[src/rtl/fwd_hazard_ctrl.sv]
// Forwarding and load-use hazard controller: shadows the EX/MEM/WB destination
// tags, registers per-operand bypass selects for EX, and stalls decode on load-use.
module fwd_hazard_ctrl #(
  parameter int NUM_REGS       = 16,
  parameter int NUM_SRC        = 2,
  parameter bit ZERO_REG_HW    = 1'b1,
  parameter bit RF_WRITE_FIRST = 1'b1,
  parameter int CNT_W          = 16,
  localparam int RW            = $clog2(NUM_REGS)
) (
  input  logic                  clk,
  input  logic                  rst,
  input  logic                  id_valid,
  input  logic                  id_we,
  input  logic [RW-1:0]         id_rd,
  input  logic                  id_is_load,
  input  logic [NUM_SRC-1:0]    id_src_used,
  input  logic [NUM_SRC*RW-1:0] id_src_reg,
  input  logic                  hold,
  input  logic                  flush_id,
  output logic                  stall_id,
  output logic [2*NUM_SRC-1:0]  fwd_sel,
  output logic [CNT_W-1:0]      stall_cnt
);

  // Destination tag of an in-flight instruction. The load flag is only
  // consulted in EX, so it lives beside the EX slot instead of in every slot.
  typedef struct packed {
    logic          valid;
    logic          we;
    logic [RW-1:0] rd;
  } slot_t;

  localparam logic [1:0] SEL_RF   = 2'b00;
  localparam logic [1:0] SEL_EXM  = 2'b01;
  localparam logic [1:0] SEL_MWB  = 2'b10;
  localparam logic [1:0] SEL_HOLD = 2'b11;

  slot_t              r_ex;
  slot_t              r_mem;
  slot_t              r_wb;
  logic               r_ex_load;
  logic [2*NUM_SRC-1:0] r_fwd_sel;
  logic [CNT_W-1:0]   r_stall_cnt;

  logic [NUM_SRC-1:0]   w_load_use;
  logic [2*NUM_SRC-1:0] w_sel;
  logic                 w_bubble;

  function automatic logic slot_match(input slot_t s, input logic [RW-1:0] r);
    return s.valid && s.we && (s.rd == r) && !(ZERO_REG_HW && (r == '0));
  endfunction

  for (genvar i = 0; i < NUM_SRC; i++) begin : g_src
    logic [RW-1:0] w_reg;
    logic          w_hit_ex;
    logic          w_hit_mem;
    logic          w_hit_wb;

    assign w_reg     = id_src_reg[i*RW +: RW];
    assign w_hit_ex  = slot_match(r_ex, w_reg);
    assign w_hit_mem = slot_match(r_mem, w_reg);
    assign w_hit_wb  = slot_match(r_wb, w_reg);

    assign w_load_use[i] = id_src_used[i] && w_hit_ex && r_ex_load;

    // Youngest producer wins; a write-first RF already returns the WB value.
    always_comb begin
      w_sel[2*i +: 2] = SEL_RF;
      if (id_src_used[i]) begin
        if (w_hit_ex)
          w_sel[2*i +: 2] = SEL_EXM;
        else if (w_hit_mem)
          w_sel[2*i +: 2] = SEL_MWB;
        else if (w_hit_wb)
          w_sel[2*i +: 2] = RF_WRITE_FIRST ? SEL_RF : SEL_HOLD;
      end
    end
  end

  // Decode handshake: the ID instruction advances into EX on a clock edge where
  // id_valid=1, stall_id=0, flush_id=0 and hold=0; every other edge either
  // freezes the pipeline (hold) or inserts a bubble into EX.
  assign stall_id = id_valid && !flush_id && (|w_load_use);
  assign w_bubble = stall_id || flush_id || !id_valid;

  always_ff @(posedge clk) begin
    if (rst) begin
      r_ex        <= '0;
      r_mem       <= '0;
      r_wb        <= '0;
      r_ex_load   <= 1'b0;
      r_fwd_sel   <= '0;
      r_stall_cnt <= '0;
    end else if (!hold) begin
      r_wb  <= r_mem;
      r_mem <= r_ex;
      if (w_bubble) begin
        r_ex      <= '0;
        r_ex_load <= 1'b0;
        r_fwd_sel <= '0;
      end else begin
        r_ex      <= '{valid: 1'b1, we: id_we, rd: id_rd};
        r_ex_load <= id_is_load;
        r_fwd_sel <= w_sel;
      end
      if (stall_id && (r_stall_cnt != '1))
        r_stall_cnt <= r_stall_cnt + 1'b1;
    end
  end

  assign fwd_sel   = r_fwd_sel;
  assign stall_cnt = r_stall_cnt;

endmodule

[config.mk]
export PLATFORM = sky130hd
export DESIGN_NAME = fwd_hazard_ctrl
export DESIGN_NICKNAME = d
export VERILOG_FILES = /design/src/rtl/fwd_hazard_ctrl.sv
export SDC_FILE = /design/constraint.sdc
export NUM_CORES = 1
export LEC_CHECK = 0
export CORE_ASPECT_RATIO = 0.6
export CORE_MARGIN = 1
export CORE_UTILIZATION = 30
export DETAILED_ROUTE_END_ITERATION = 6
export SETUP_SLACK_MARGIN = 0.4
export SYNTH_ARGS = -nofsm -noshare
export SYNTH_HDL_FRONTEND = slang
export SYNTH_SLANG_ARGS = --single-unit
[constraint.sdc]
create_clock -name clk -period 2.2 [get_ports clk]
set_clock_uncertainty 0.2 [all_clocks]
set_input_delay 0.22 -clock clk [delete_from_list [all_inputs] [get_ports clk]]
set_output_delay 0.22 -clock clk [all_outputs]
set_load 0.005 [all_outputs]
# == Word level (Yosys, flattened, before mapping) ==
# Index checks and enable logic that the tools add are counted.
# totals
register_bits,33
# op_classes
add_sub_neg,1
n_eq_ne,5
n_mux,9
n_bitwise,1
n_reduce_logical,27
# ops
op,count
logical AND 1 bit,17
adder 16 x 1 -> 16 bit (second input constant),1
== test 4 bit,4
inequality test 16 bit (second input constant),1
2-to-1 mux 2 bit,6
zero test 4 bit,2
2-to-1 mux 6 bit,1
zero test 1 bit,4
2-to-1 mux 4 bit,1
logical OR 1 bit,2
AND reduction 2 bit,1
OR reduction 2 bit,1
2-to-1 mux 1 bit,1
NOT 1 bit,1

# == Depth between registers and ports, before layout ==
# Gate-level depths: netlist of run 1.
# depth
depth_word,10
ltp_mapped,8
ltp_nobuf,7

# == Least setup slack after synthesis of run 1 ==
# OpenSTA, ideal clock, no wires.
# synth_path
kind,flip-flop to flip-flop
startpoint,reg r_ex[3] (netlist name)
endpoint,"reg r_stall_cnt[6], in the netlist stall_cnt[6]"
synth_period_minus_slack_ns,2.383
slack_ns,-0.183
arrival_ns,2.059
stages_incl_launch_ff,7
path_buffers,0
required_time_ns,1.877
setup_ns,0.123
path_cell_list,dfxtp_1 > xor2_1 > or4_4 > nor3b_4 > o211ai_2 > nor4_1 > mux2_1
# synth_between
elab_chain_len,9
# synth_lines
item,line_no,rtl
"start, declared",39,slot_t r_ex;
"start signal, assigned",103,"r_ex <= '{valid: 1'b1, we: id_we, rd: id_rd};"
== test 4 bit,51,return s.valid && s.we && (s.rd == r) && !(ZERO_REG_HW && (r == '0));
logical AND 1 bit (2 in a row),51,
logical AND 1 bit (2 in a row),65,assign w_load_use[i] = id_src_used[i] && w_hit_ex && r_ex_load;
OR reduction 2 bit *,84,assign stall_id = id_valid && !flush_id && (|w_load_use);
logical AND 1 bit *,84,
logical AND 1 bit *,107,if (stall_id && (r_stall_cnt != '1))
AND reduction 2 bit (no line) *,--,
"end signal, assigned",108,r_stall_cnt <= r_stall_cnt + 1'b1;
"end, declared",44,logic [CNT_W-1:0] r_stall_cnt;
# Mark *: on every way between the ends. The rest lies on a longest branch, timed or not.
# A chain may end at the register's enable or synchronous reset.

# == Worst setup path in the final report of run 1 ==
# layout_path
startpoint,reg r_ex[0] (netlist name)
endpoint,out stall_id
# layout_between
elab_chain_len,7
# layout_lines
item,line_no,rtl
== test 4 bit,51,
logical AND 1 bit (2 in a row),51,
logical AND 1 bit (2 in a row),65,
OR reduction 2 bit *,84,
logical AND 1 bit *,84,
"end, declared",21,"output logic stall_id,"
# Marks and branches as above.

==> results.sh, run 1 <==
export IMPL_seqPwrFrac=0.498
export IMPL_synth_area_per_cell_um2=9.187
export IMPL_timing_rr_start="r_ex[0]"
export IMPL_dr_total_vias=1603
export IMPL_power_switching_uw=290.8
export IMPL_regToRegSetupSlack_ns=-0.20
export IMPL_report_final_slew_viol_count=0
export IMPL_clockPowerShare=0.393
export IMPL_internal_power_uw=927.2
export IMPL_finalHoldWorstSlack_ns=0.2789
export IMPL_globalplace_congestion=0.7675
export IMPL_vdd_drop_max_uv=241.9
export IMPL_cts_sinks=33
export IMPL_dr_first_iter_drc_count=53
export IMPL_violations_in_the_final_reports="setup timing"
export IMPL_htreeDepth=2
export IMPL_final_layout_size_suffix_gt1_frac=0.3134
export IMPL_clockBufferDepth=2
export IMPL_synth_warning_count=0
export IMPL_worstSetupPathDepth=6
export IMPL_floorplan_io_pins=42
export IMPL_crit_path_max_incr_delay_ns=0.53
export IMPL_finalWirelength_um=4626
export IMPL_fillerInstances=471
export IMPL_layout_worst_path_cycle_share=1.129
export IMPL_max_cap_violations=0
export IMPL_setup_worst_path_start="r_ex[0]"
export IMPL_wire_per_inst_um=13.85
export IMPL_drc=0
export IMPL_timing_setup_critical_path_class="register to primary output"
export IMPL_drt_first_pass_iters=4
export IMPL_synth_edf_count=0
export IMPL_max_slew_worst_pin_slew_ns=0.6578
export IMPL_startpoint_type="register"
export IMPL_syn_nets=200
export IMPL_initial_utilization=0.3172
export IMPL_synthFlopType="dfxtp_1"
export IMPL_rsz_0062_raised_after_global_routing="yes"
export IMPL_die_w_um=97.32
export IMPL_power_switching_share=0.2388
export IMPL_synth_ff_latch_count=33
export IMPL_most_frequent_cells_in_the_layout="clkdlybuf4s50_1, buf_4, dfxtp_1"
export IMPL_critical_path_slowest_cell="or4_4"
export IMPL_logic_pwr_share=0.109
export IMPL_tritoncts_clock_tree="yes"
export IMPL_synthSimpleGateAreaFrac=0.2234
export IMPL_synth_xor_area_frac=0.1071
export IMPL_clk_latency_ns=0.29
export IMPL_layout_min_cycle_time_ns=2.485
export IMPL_synth_area_mux_share=0.05662
export IMPL_run_status="complete, but fails checks"
export IMPL_synth_top_family_by_area="simple AND/OR/NAND/NOR gates"
export IMPL_final_hold_violation_count=0
export IMPL_pin_count_of_the_biggest_net_entering_global_routing=14
export IMPL_grt_use_total=0.1551
export IMPL_hold_start="fwd_sel[3]"
export IMPL_antenna_cells=0
export IMPL_num_rows=20
export IMPL_max_freq_mhz=402.5
export IMPL_clk_root_buffer_cell="clkbuf_8"
export IMPL_areaGrowthSynthToFinish_pct=66.49
export IMPL_final_setup_tns_ns=-2.970
export IMPL_routed_via_density=4.799
export IMPL_power_static_leakage_nw=1.049
export IMPL_portBuffers=41
export IMPL_layout_cells_most_common="clkdlybuf4s50_1"
export IMPL_synth_compound_area_frac=0.1683
export IMPL_critical_path_top_delay_family="simple AND/OR/NAND/NOR gates"
export IMPL_count_of_unique_library_cells_instantiated_by_yosys=42
export IMPL_worstPathBufferInverterCount=1
export IMPL_syn_instance_count=178
export IMPL_setup_slack_ns=-0.2847
export IMPL_die_height_um=59.19
export IMPL_num_nets_final=290
export IMPL_global_route_wire_length_before_repair_um=6844
export IMPL_cell_area_after_technology_mapping_um2=1635
export IMPL_placed_cells_incl_taps=317
export IMPL_endpoint_kind="primary output"
export IMPL_grt_overflow_total=0
export IMPL_floorplan_die_area_um2=5760
export IMPL_critical_path_cell_chain="xor2_1 -> or4_4 -> nor3b_4 -> nor2_1 -> nor4bb_1 -> buf_2"
export IMPL_max_slew_margin_rel=0.5606
export IMPL_grt_pass1_vias=1447
export IMPL_tritoncts_num_buffers=5
export IMPL_route_antenna_remaining_nets=0
export IMPL_cp_endpoint="stall_id"
export IMPL_finalNonFillerCells=334
export IMPL_fp_coreArea_um2=5155
export IMPL_reg2regPathDepth=9
export IMPL_setup_viol=23
export IMPL_clk_transition_reported_paths_ns=0.07
export IMPL_number_of_antenna_violations_at_the_first_check_in_global_routing=0
export IMPL_worstPathMaxFanout=2
export IMPL_synthAdderAreaFrac=0.007651
export IMPL_postSynth_asyncResetShare=0
export IMPL_dp_hpwl_um=3329
export IMPL_crit_required_ns=1.78
export IMPL_type_of_the_most_critical_hold_path="register to register"
export IMPL_worst_ep_arrival_time_ns=2.06
export IMPL_regToRegEndpoint="stall_cnt[5]"
export IMPL_seq_area_frac_synth=0.4040
export IMPL_power_density_nw_per_um2=447.4
==> kinds of logic (layout without fill, tap and decap cells) <==
group / Yosys count / in the layout
AOI/OAI and AO/OA: 37 / 37
xor gates and xnor gates: 20 / 20
adders and majority gates: 1 / 1
buffers and inverters: 12 / 102
DFF: 33 / 33
muxes: 9 / 9
and+or+nand+nor: 66 / 66
==> cells in the mapped netlist, types with 2 or more instances <==
cell       count  area share
a21oi_1        8       0.024
a22o_1         6       0.032
a22oi_1        2      0.0092
a32o_1         2       0.012
and2_1         2      0.0076
and4_1         2       0.011
buf_1          3      0.0069
dfxtp_1       33        0.40
inv_1          6       0.014
mux2_1         2       0.014
mux2i_1        7       0.043
nand2_1        4      0.0092
nand3_1        5       0.015
nand4_1        4       0.015
nor2_1        23       0.053
nor2b_1        3       0.011
nor3_1         8       0.024
nor3_2         2       0.012
o2111ai_1      4       0.021
o21a_1         2      0.0092
o21ai_1        6       0.018
or3_1          6       0.023
xnor2_1       10       0.054
xor2_1        10       0.054
==> through the flow <==
stage                     instance area (µm²)  worst slack, ns    util  power, mW
after floorplan                          1638          -0.1562       -     0.6677
after global placement                   2385          -0.7863  0.4626     0.7474
after detailed placement                 2385          -0.7643  0.4626     0.7472
after CTS                                2485          -0.3278  0.4820      1.223
after global routing                     2723          -0.3600  0.5282      1.261
final                                    2723          -0.2847  0.5282      1.218
==> metal layers <==
metal | share of wire | global-route usage
met1 | 0.54 | 0.2352
met2 | 0.40 | 0.2022
met3 | 0.039 | 0.03892
met4 | 0.016 | 0.06933
met5 | 0 | 0
==> how the worst min path moves through the flow <==
| stage | end | cells past startpoint |
|---|---|---|
| floorplan | r_ex[0] | 1 |
| global placement | fwd_sel[1] | 1 |
| detailed placement | fwd_sel[1] | 1 |
| CTS | fwd_sel[3] | 1 |
| global route | fwd_sel[3] | 1 |
| finish | fwd_sel[3] | 1 |
==> repair_timing <==
action                                  in CTS  in global routing
gates resized for setup                      9                 35
hold buffers                                 0                  0
endpoints found under the setup margin      27                 28
buffers inserted                             1                  8
gates cloned                                 0                  1
pin swaps                                    7                 22
==> worst register-to-register path: stages, from the launching register on <==
cell	delay [ns]
dfxtp_2	0.33
xor2_1	0.13
or4_4	0.53
nor3b_4	0.22
buf_6	0.16
buf_6	0.11
o211ai_1	0.10
buf_4	0.17
o21a_1	0.18
o21ba_1	0.16
==> power groups by stage <==
stage | sequential [mW] | combinational, mW | clock [mW]
after floorplan | 0.620 | 0.0476 | 0
after global placement | 0.620 | 0.127 | 0
after detailed placement | 0.620 | 0.127 | 0
after CTS | 0.607 | 0.127 | 0.490
after global routing | 0.607 | 0.142 | 0.511
final | 0.607 | 0.133 | 0.478
==> sequential cells by signal (all words and copies together), names as in the netlist <==
name and cells:
r_ex_load 1, r_mem 6, r_ex 6, stall_cnt 16, fwd_sel 4
==> layout make-up <==
cell class                      instances  area (µm²)  share of cell area
Multi-Input combinational cell        133        1047              0.3846
Timing Repair Buffer                   89       815.8              0.2996
Sequential cell                        33       664.4              0.2440
Clock buffer                            6       82.58             0.03033
Tap cell                               66       82.58             0.03033
Inverter                                6       22.52            0.008272
Clock inverter                          1       7.507            0.002757
Note: power is estimated with default switching activity, not from simulation.
==> run 2, diff against run 1 <==
Settings changed: ABC_AREA set to 1, CAP_MARGIN set to 10, CORE_UTILIZATION 30 to 35.
==> run 2 against run 1 <==
  * The flow now finishes without violations
  * Synthesized cell count grew 51%
  * Clock power is 29% higher
  * Non-clock buffer count is 2 lower
  * Clock-buffer cell count stayed put
  * Combinational power grew 16%
  * Sequential cell count did not move
  * Worst setup slack better by 0.45 ns
  * Hold slack worse by 0.0064 ns
  * Final cell count increased by 27%
  * Register-to-register slack improved by 0.36 ns
  * Utilization grew 6.2 points
  * Largest power group is now the clock network
==> results.sh, run 2 <==
export IMPL_route_antenna_remaining_nets=0
export IMPL_synth_ff_latch_count=33
export IMPL_syn_nets=291
export IMPL_multi_input_area_um2=1205
export IMPL_dr_total_vias=2061
export IMPL_synth_top_area_frac=0.3592
export IMPL_final_layout_size_suffix_gt1_frac=0.3324
export IMPL_reg2regPathDepth=14
export IMPL_yosys_cell_count_top_type="nand2_1"
export IMPL_number_of_antenna_violations_at_the_first_check_in_global_routing=0
export IMPL_tritoncts_clock_tree="yes"
export IMPL_clockBufferDepth=2
export IMPL_count_of_unique_library_cells_instantiated_by_yosys=32
export IMPL_postSynth_asyncResetShare=0
export IMPL_grt_use_total=0.2207
export IMPL_cts_sinks=33
export IMPL_tritoncts_num_buffers=5
export IMPL_worst_hold_path_num_cells=2
export IMPL_antenna_cells=0
export IMPL_yosys_top_cells_count="nand2_1, nor2_1, dfxtp_1"
export IMPL_finalWirelength_um=5722
export IMPL_synth_warning_count=0
export IMPL_max_slew_worst_pin_slew_ns=0.5899
export IMPL_power_static_leakage_nw=1.197
export IMPL_seq_area_frac_synth=0.3592
export IMPL_synth_area_per_cell_um2=6.837
export IMPL_dpl_instance_area_um2=2440
export IMPL_areaGrowthSynthToFinish_pct=62.24
export IMPL_netlist_top_cells_area="dfxtp_1, nand2_1, a21oi_1"
export IMPL_layout_worst_path_cycle_share=0.9269
export IMPL_crit_required_ns=2.21
export IMPL_power_density_nw_per_um2=462.7
export IMPL_die_w_um=95.59
export IMPL_postLayoutCellArea_um2=2984
export IMPL_clk_latency_ns=0.29
export IMPL_dp_hpwl_um=3756
export IMPL_synth_top_area_cell="dfxtp_1"
export IMPL_most_frequent_cells_in_the_layout="nand2_1, buf_4, clkdlybuf4s50_1"
export IMPL_largest_reg_flops=16
export IMPL_layout_cells_most_common="nand2_1"
export IMPL_die_height_um=58.15
export IMPL_startpoint_type="register"
export IMPL_max_cap_violations=0
export IMPL_grt_pass1_vias=1920
export IMPL_worstPathMaxFanout=4
export IMPL_synthFlopType="dfxtp_1"
export IMPL_synth_edf_count=0
export IMPL_drc=0
export IMPL_cell_area_after_technology_mapping_um2=1839
export IMPL_drt_first_pass_iters=4
export IMPL_type_of_the_most_critical_hold_path="register to register"
export IMPL_vdd_drop_max_uv=350.2
export IMPL_floorplan_io_pins=42
export IMPL_max_slew_margin_rel=0.6063
export IMPL_final_core_util=0.5903
export IMPL_final_hold_violation_count=0
export IMPL_num_nets_final=379
export IMPL_run_status="finished clean"
export IMPL_dr_first_iter_drc_count=78
export IMPL_max_freq_mhz=490.4
export IMPL_report_final_slew_viol_count=0
export IMPL_grt_overflow_total=0
export IMPL_pin_count_of_the_biggest_net_entering_global_routing=18
export IMPL_setup_viol=0
export IMPL_fillerInstances=483
export IMPL_wire_per_inst_um=13.50
export IMPL_routed_via_density=4.861
export IMPL_syn_instance_count=269
export IMPL_global_route_wire_length_before_repair_um=9108
export IMPL_clk_transition_reported_paths_ns=0.08
export IMPL_clk_root_buffer_cell="clkbuf_8"
export IMPL_htreeDepth=2
export IMPL_globalplace_congestion=0.7957
export IMPL_fp_coreArea_um2=5055
export IMPL_worst_ep_arrival_time_ns=2.05
export IMPL_floorplan_die_area_um2=5558
export IMPL_layout_min_cycle_time_ns=2.039
export IMPL_num_rows=20
export IMPL_rsz_0062_raised_after_global_routing="yes"
export IMPL_endpoint_kind="register"
export IMPL_initial_utilization=0.3639
export IMPL_hold_buffers=0
export IMPL_timing_setup_critical_path_class="register to register"
export IMPL_register_area_um2=684.4
export IMPL_portBuffers=41
==> run 2: critical path, cell delays in order (launching register included) <==
cell	delay, ns
dfxtp_4	0.37
inv_4	0.07
nor2_2	0.04
nor2_1	0.09
nand2_1	0.07
nor2_2	0.10
buf_4	0.12
buf_6	0.08
buf_6	0.08
buf_6	0.08
nand4_1	0.11
a21oi_1	0.17
buf_4	0.14
nand4_1	0.07
a21oi_1	0.17
==> run 2: path summary, 6_finish.rpt <==
check,from,endpoint,slack (ns)
max,r_ex[3],stall_cnt[14],0.16
min,fwd_sel[1],fwd_sel[1],0.27
max reg2reg,r_ex[3],stall_cnt[14],0.16
min reg2reg,fwd_sel[1],fwd_sel[1],0.27
==> run 2: final cells by class <==
class,instances,share of cell area
Multi-Input combinational cell,201,0.4038
Timing Repair Buffer,87,0.2583
Sequential cell,33,0.2294
Clock inverter,2,0.01258
Inverter,29,0.04067
Tap cell,66,0.02767
Clock buffer,6,0.02767
==> run 2: stage by stage <==
step / setup WS, ns / setup TNS (ns) / hold WS (ns) / total power [mW] / std cells
floorplan: 0.4455 / 0 / 0.1631 / 0.6914 / 269
global placement: -0.2136 / -0.2282 / 0.2611 / 0.7674 / 387
detailed placement: -0.2433 / -0.3235 / 0.2596 / 0.7691 / 387
CTS: 0.1929 / 0 / 0.2745 / 1.378 / 419
global route: 0.02340 / 0 / 0.2958 / 1.440 / 424
finish: 0.1608 / 0 / 0.2725 / 1.381 / 424
==> run 2: cells by family (layout without fill, tap and decap cells) <==
kind of cell / after synthesis / count (layout) / share of synthesized area
fa+ha+maj: 1 / 1 / 0.006802
simple gates: 142 / 143 / 0.3741
xor+xnor: 12 / 12 / 0.05714
compound gates: 45 / 45 / 0.1286
flops: 33 / 33 / 0.3592
buf+inv: 36 / 124 / 0.07414
==> run 2: repair_timing <==
action                     4_1_cts  5_1_grt
buffers inserted                23        5
pin swaps                       13       12
gates cloned                     1        0
resized for setup               55       29
setup endpoints to repair       17       27
==> run 2: per-layer routing <==
layer  track usage  vias to the layer above  part of all wire
li1              -                     1045                 -
met1        0.3445                      960              0.53
met2        0.3071                       52              0.40
met3       0.04724                        4             0.068
met4       0.04264                        0            0.0054
met5             0                        -                 0
==> run 2: power breakdown <==
group	switching [mW]	internal (mW)	total [mW]
sequential	0.00958	0.602	0.612
combinational	0.0788	0.0749	0.154
clock	0.247	0.369	0.615
